## src/rtl/field_sync_decoder_if.sv

```systemverilog
// Sync inputs and decoded field-timing outputs of field_sync_decoder.
// The master side drives enable/syncs; the slave side (the decoder) returns timing.
interface field_sync_decoder_if;
  logic       pixelClockX1_en;
  logic       nHsync;
  logic       nVsync;
  logic [9:0] fieldLine;
  logic       isFieldOdd;
  logic [9:0] linePixel;
  logic       fieldStart;
  logic       locked;

  modport master (
    output pixelClockX1_en, nHsync, nVsync,
    input  fieldLine, isFieldOdd, linePixel, fieldStart, locked
  );

  modport slave (
    input  pixelClockX1_en, nHsync, nVsync,
    output fieldLine, isFieldOdd, linePixel, fieldStart, locked
  );
endinterface

```

## src/rtl/field_sync_decoder.sv

```systemverilog
// DPI field/line/pixel position decoder with field-parity detection and a
// SEARCH/ACQUIRE/LOCKED field-timing lock monitor, advancing on the pixel enable.
module field_sync_decoder #(
  parameter int unsigned H_TOTAL      = 864,
  parameter int unsigned LINES_MIN    = 312,
  parameter int unsigned LINES_MAX    = 313,
  parameter int unsigned LINE_TIMEOUT = 330
) (
  input logic                 pixelClockX6,
  input logic                 nReset,
  field_sync_decoder_if.slave bus
);

  typedef enum logic [1:0] {
    SEARCH  = 2'd0,
    ACQUIRE = 2'd1,
    LOCKED  = 2'd2
  } lock_state_e;

  localparam logic [9:0]  CNT_MAX       = '1;
  localparam logic [9:0]  PAR_LO        = 10'(H_TOTAL / 4);
  localparam logic [9:0]  PAR_HI        = 10'((3 * H_TOTAL) / 4);
  localparam logic [10:0] LINES_LO      = 11'(LINES_MIN);
  localparam logic [10:0] LINES_HI      = 11'(LINES_MAX);
  localparam logic [10:0] TIMEOUT_LINES = 11'(LINE_TIMEOUT);

  logic        hs_cur_q, hs_cur_d, hs_prev_q, hs_prev_d;
  logic        vs_cur_q, vs_cur_d, vs_prev_q, vs_prev_d;
  logic [9:0]  line_pixel_q, line_pixel_d;
  logic [9:0]  field_line_q, field_line_d;
  logic        is_odd_q, is_odd_d;
  logic        field_start_q, field_start_d;
  logic        prev_parity_q, prev_parity_d;
  lock_state_e state_q, state_d;

  logic        hs_edge, vs_edge;
  logic        new_odd;
  logic [10:0] line_count;
  logic        field_ok;
  logic        timeout;

  always_ff @(posedge pixelClockX6 or negedge nReset) begin
    if (!nReset) begin
      hs_cur_q      <= 1'b1;
      hs_prev_q     <= 1'b1;
      vs_cur_q      <= 1'b1;
      vs_prev_q     <= 1'b1;
      line_pixel_q  <= '0;
      field_line_q  <= '0;
      is_odd_q      <= 1'b1;
      field_start_q <= 1'b0;
      prev_parity_q <= 1'b0;
      state_q       <= SEARCH;
    end else begin
      hs_cur_q      <= hs_cur_d;
      hs_prev_q     <= hs_prev_d;
      vs_cur_q      <= vs_cur_d;
      vs_prev_q     <= vs_prev_d;
      line_pixel_q  <= line_pixel_d;
      field_line_q  <= field_line_d;
      is_odd_q      <= is_odd_d;
      field_start_q <= field_start_d;
      prev_parity_q <= prev_parity_d;
      state_q       <= state_d;
    end
  end

  // Edges come from two registered samples, giving one enable of latency.
  always_comb begin
    hs_edge    = bus.pixelClockX1_en & hs_prev_q & ~hs_cur_q;
    vs_edge    = bus.pixelClockX1_en & vs_prev_q & ~vs_cur_q;
    new_odd    = ~((line_pixel_q >= PAR_LO) && (line_pixel_q < PAR_HI));
    line_count = {1'b0, field_line_q} + 11'd1;
    field_ok   = (line_count >= LINES_LO) && (line_count <= LINES_HI) &&
                 (new_odd != prev_parity_q);
    timeout    = hs_edge && !vs_edge && (line_count >= TIMEOUT_LINES);
  end

  always_comb begin
    hs_cur_d      = hs_cur_q;
    hs_prev_d     = hs_prev_q;
    vs_cur_d      = vs_cur_q;
    vs_prev_d     = vs_prev_q;
    line_pixel_d  = line_pixel_q;
    field_line_d  = field_line_q;
    is_odd_d      = is_odd_q;
    prev_parity_d = prev_parity_q;
    field_start_d = 1'b0;
    if (bus.pixelClockX1_en) begin
      hs_cur_d  = bus.nHsync;
      hs_prev_d = hs_cur_q;
      vs_cur_d  = bus.nVsync;
      vs_prev_d = vs_cur_q;
      // Vsync takes priority so a coincident hsync cannot leave fieldLine at 1.
      if (vs_edge) begin
        line_pixel_d  = '0;
        field_line_d  = '0;
        field_start_d = 1'b1;
        is_odd_d      = new_odd;
        prev_parity_d = new_odd;
      end else if (hs_edge) begin
        line_pixel_d = '0;
        field_line_d = (field_line_q == CNT_MAX) ? field_line_q : field_line_q + 10'd1;
      end else begin
        line_pixel_d = (line_pixel_q == CNT_MAX) ? line_pixel_q : line_pixel_q + 10'd1;
      end
    end
  end

  always_comb begin
    state_d = state_q;
    unique case (state_q)
      SEARCH: begin
        if (vs_edge) state_d = ACQUIRE;
      end
      ACQUIRE: begin
        if (vs_edge)      state_d = field_ok ? LOCKED : ACQUIRE;
        else if (timeout) state_d = SEARCH;
      end
      LOCKED: begin
        if (vs_edge)      state_d = field_ok ? LOCKED : SEARCH;
        else if (timeout) state_d = SEARCH;
      end
      default: state_d = SEARCH;
    endcase
  end

  always_comb begin
    bus.fieldLine  = field_line_q;
    bus.linePixel  = line_pixel_q;
    bus.isFieldOdd = is_odd_q;
    bus.fieldStart = field_start_q;
    bus.locked     = (state_q == LOCKED);
  end

endmodule
```

## src/flat_wrapper.sv

```systemverilog
// flat-port wrapper written by rule: the top's interface ports become plain ports
module field_sync_decoder_flat 
#(
  parameter int unsigned H_TOTAL      = 864,
  parameter int unsigned LINES_MIN    = 312,
  parameter int unsigned LINES_MAX    = 313,
  parameter int unsigned LINE_TIMEOUT = 330
)
  (pixelClockX6, nReset, bus_pixelClockX1_en, bus_nHsync, bus_nVsync, bus_fieldLine, bus_isFieldOdd, bus_linePixel, bus_fieldStart, bus_locked);
  field_sync_decoder_if bus_i ();
  input logic pixelClockX6;
  input logic nReset;
  input wire logic [$bits(bus_i.pixelClockX1_en)-1:0] bus_pixelClockX1_en;
  input wire logic [$bits(bus_i.nHsync)-1:0] bus_nHsync;
  input wire logic [$bits(bus_i.nVsync)-1:0] bus_nVsync;
  output wire logic [$bits(bus_i.fieldLine)-1:0] bus_fieldLine;
  output wire logic [$bits(bus_i.isFieldOdd)-1:0] bus_isFieldOdd;
  output wire logic [$bits(bus_i.linePixel)-1:0] bus_linePixel;
  output wire logic [$bits(bus_i.fieldStart)-1:0] bus_fieldStart;
  output wire logic [$bits(bus_i.locked)-1:0] bus_locked;
  assign bus_i.pixelClockX1_en = bus_pixelClockX1_en;
  assign bus_i.nHsync = bus_nHsync;
  assign bus_i.nVsync = bus_nVsync;
  assign bus_fieldLine = bus_i.fieldLine;
  assign bus_isFieldOdd = bus_i.isFieldOdd;
  assign bus_linePixel = bus_i.linePixel;
  assign bus_fieldStart = bus_i.fieldStart;
  assign bus_locked = bus_i.locked;
  field_sync_decoder #(.H_TOTAL(H_TOTAL), .LINES_MIN(LINES_MIN), .LINES_MAX(LINES_MAX), .LINE_TIMEOUT(LINE_TIMEOUT)) u_core (.pixelClockX6(pixelClockX6), .nReset(nReset), .bus(bus_i));
endmodule
```

## config.mk

```make
export PLATFORM = sky130hd
export DESIGN_NAME = field_sync_decoder_flat
export DESIGN_NICKNAME = d
export VERILOG_FILES = /design/src/rtl/field_sync_decoder_if.sv /design/src/rtl/field_sync_decoder.sv /design/src/flat_wrapper.sv
export SDC_FILE = /design/constraint.sdc
export NUM_CORES = 1
export LEC_CHECK = 0
export ABC_CLOCK_PERIOD_IN_PS = 4150
export BUFFER_PORTS_ARGS = -buffer_cell sky130_fd_sc_hd__buf_2
export CAP_MARGIN = 10
export CORE_MARGIN = 5
export CORE_UTILIZATION = 45
export DETAILED_ROUTE_END_ITERATION = 8
export MAX_ROUTING_LAYER = met4
export PLACE_DENSITY = 0.63
export SYNTH_ARGS = -nofsm -noshare
export SYNTH_HDL_FRONTEND = slang
export SYNTH_SLANG_ARGS = --single-unit
```

## constraint.sdc

```tcl
create_clock -name pixelClockX6 -period 4.15 [get_ports pixelClockX6]
set_input_delay 0.2075 -clock pixelClockX6 [delete_from_list [all_inputs] [get_ports pixelClockX6]]
set_output_delay 0.2075 -clock pixelClockX6 [all_outputs]
set_load 0.02 [all_outputs]
```

==> metrics.yaml <==
floorplan:
  die_w_um: 73.7
  die_area_mm2: 0.00543
  core_mm2: 0.00397
  start_util: 0.460
  rows: 23
  die_y_um: 73.7
  ios: 28
logic_synthesis:
  yosys_warnings: 0
  synthesis.area_mm2: 0.00183
  yosysUniqueCellTypes: 52
  syn_avg_cell_area_um2: 8.57
  synthesis.nets: 221
  netlist_instances: 213
  synth_edf_count: 0
  synth_seq_area_share: 0.401
  synth_seq_cells: 29
  synthFlopType: "dfrtp_1"
  synth_area_leader_cell: "dfrtp_1"
  async_flop_share: 1.00
  synthTopCellsByArea: "dfrtp_1 33%, dfstp_2 7.2%, nand2_1 4.5%"
  synth_top_area_frac: 0.329
sta:
  fmax_mhz: 391
  maxSlewViolCount: 0
  final.min_clock_period_ns: 2.56
  fin_tns_setup_ns: 0
  finalHoldViolCount: 0
  setup_violations: 0
  setup_ws_ns: 1.59
  slew_headroom: 0.577
  fin_crit_sh: 0.616
  rsz0062_at_grt: "no"
  worstMarginPinSlew_ns: 0.635
  finClkSkew_ns: 0.0103
flow_run:
  maxCapViolations: 0
route:
  avgRoutedWirePerCell_um: 14.3
  viasPerCell: 5.65
  routed-wl-met3_um: 183
  drt_iter0_markers: 161
  firstDrtPassIters: 4
  drc_errors: 0
  routed_wl_um: 4130
  dr_wl_met2_um: 1920
  vias: 1627
  wl_met1_um: 2000
  ant_nets: 0
  highest_layer: "met4"
global_route:
  first_global_vias: 1490
  grt_pass1_wl_um: 7220
  gr-total-overflow: 0
  antenna_found_initial: 0
  grt_max_degree: 30
  grtUsageTotal: 0.176
layout:
  multi_input_area_um2: 992
  final_nets: 245
  final_core_util: 0.522
  syn_to_final_growth_pct: 13.6
  final-seq-area_um2: 732
  fillers: 369
  layout-drive-gt1-share: 0.202
  antenna_cells: 0
setup_path:
  path_cells: "ha_1 > nand3_1 > xor2_1 > or4_1 > a211o_1 > a2111o_1 > o21ai_2"
  endpoint_kind: "flop"
  slowest_stage: "dfrtp_1"
  arrival_ns: 2.76
  crit_type: "flop to flop"
  critPathLaunchType: "flop"
  cp_top_family: "compound AO/OA/AOI/OAI gates"
  required_ns: 4.36
  slowest_delay_ns: 0.50
  cp_max_fo: 15
  critPathBufInv: 0
clocking:
  clockBufferDepth: 2
  htreeDepth: 2
  postCtsResizedCells: 0
  clock_latency_ns: 0.28
  clock_sinks: 29
  cts_tree: "yes"
  numCtsBuffers: 5
  clk_pin_slew_ns: 0.07
  cts_root_buf: "clkbuf_8"
outcome:
  status: "complete, no violations"
worst_hold_path:
  hold_class: "input port to flop"
place:
  dp_hpwl_um: 2970
  gp_congestion: 0.871
  io_buffer_count: 27
  pre_cts_ws_ns: 1.62
power_and_ir_drop:
  p_total_w: 0.000812
  p_leak_nw: 0.906
  peakVddDrop_mv: 0.257
  power.density_mw_per_mm2: 391
layer usage:
layer / up-vias / GRT usage
li1: 826 / -
met1: 763 / 0.245
met2: 36 / 0.259
met3: 2 / 0.0369
met4: 0 / 0.0483
met5: - / -
path summary, 6_finish.rpt:
path / cells after the start / endpoint / slack [ns] / start
setup / recovery: 7 / u_core.state_q[1] / 1.59 / u_core.bus.fieldLine[0]
hold / removal: 2 / u_core.hs_cur_q / 0.17 / bus_nHsync
setup reg to reg: 7 / u_core.state_q[1] / 1.59 / u_core.bus.fieldLine[0]
hold reg to reg: 2 / u_core.bus.isFieldOdd / 0.50 / u_core.bus.isFieldOdd
max in group asynchronous: 2 / u_core.bus.linePixel[0] / 3.24 / nReset
min in group asynchronous: 2 / u_core.bus.fieldLine[4] / 0.48 / nReset
cells by family after synthesis:
logic type | Yosys count | synth area share
simple gates | 85 | 0.239
compound gates | 63 | 0.226
buf+inv | 22 | 0.0555
mux | 4 | 0.0240
fa+ha+maj | 3 | 0.0206
xor+xnor | 7 | 0.0336
flops | 29 | 0.401
where the power goes:
part / internal (W) / leakage [nW] / switching (W)
Clock: 0.000150 / 0.0542 / 0.000108
Sequential: 0.000318 / 0.373 / 0.0000478
Combinational: 0.0000665 / 0.479 / 0.000123
Total: 0.000534 / 0.906 / 0.000278
registers in the layout, summed over array words and instances (netlist names):
name                   cells
u_core.bus.fieldLine      10
u_core.bus.linePixel      10
u_core.state_q             2
u_core.bus.fieldStart      1
u_core.bus.isFieldOdd      1
u_core.hs_cur_q            1
u_core.hs_prev_q           1
u_core.prev_parity_q       1
u_core.vs_cur_q            1
u_core.vs_prev_q           1
synth_stat cells (4+ instances only):
master,number
a21oi_1,12
and3_1,5
dfrtp_1,24
buf_2,5
dfstp_2,5
nor3_1,4
o21ai_1,6
nor2_1,17
nand3_1,10
inv_1,10
o21ai_0,15
nand4_1,5
a31oi_1,5
xor2_1,6
nand2_1,22
o31ai_1,5
through the flow:
| stage | hold slack [ns] | cell area, um2 | instances |
|---|---|---|---|
| final | 0.172 | 2070 | 288 |
| after global routing | 0.159 | 2070 | 288 |
| after CTS | 0.162 | 2070 | 288 |
| after detailed placement | 0.278 | 1960 | 279 |
| after global placement | 0.284 | 1960 | 279 |
| after floorplan | -0.0881 | 1830 | 213 |
final cells by class:
cell class | instances | area share
Inverter | 11 | 0.0199
Tap cell | 50 | 0.0302
Multi-Input combinational cell | 162 | 0.478
Clock inverter | 1 | 0.00241
Sequential cell | 29 | 0.353
Clock buffer | 7 | 0.0464
Timing Repair Buffer | 28 | 0.0700
cells in the final DEF (no fill, tap or decap), types with 4 or more instances in the layout:
| cell type | n |
|---|---|
| o21ai_1 | 6 |
| clkbuf_8 | 7 |
| o21ai_0 | 15 |
| nand4_1 | 5 |
| o31ai_1 | 5 |
| buf_2 | 27 |
| a21oi_1 | 12 |
| nand2_1 | 22 |
| and3_1 | 5 |
| nor2_1 | 17 |
| nor3_1 | 4 |
| dfrtp_1 | 24 |
| nand3_1 | 10 |
| inv_1 | 10 |
| a31oi_1 | 5 |
| dfstp_2 | 5 |
| xor2_1 | 6 |
timing repair:
action,4_1_cts,5_1_grt
endpoints found under the hold margin,24,0
hold buffers,1,0
buffers inserted,0,0
No activity file was read; power rests on OpenSTA's default activity.
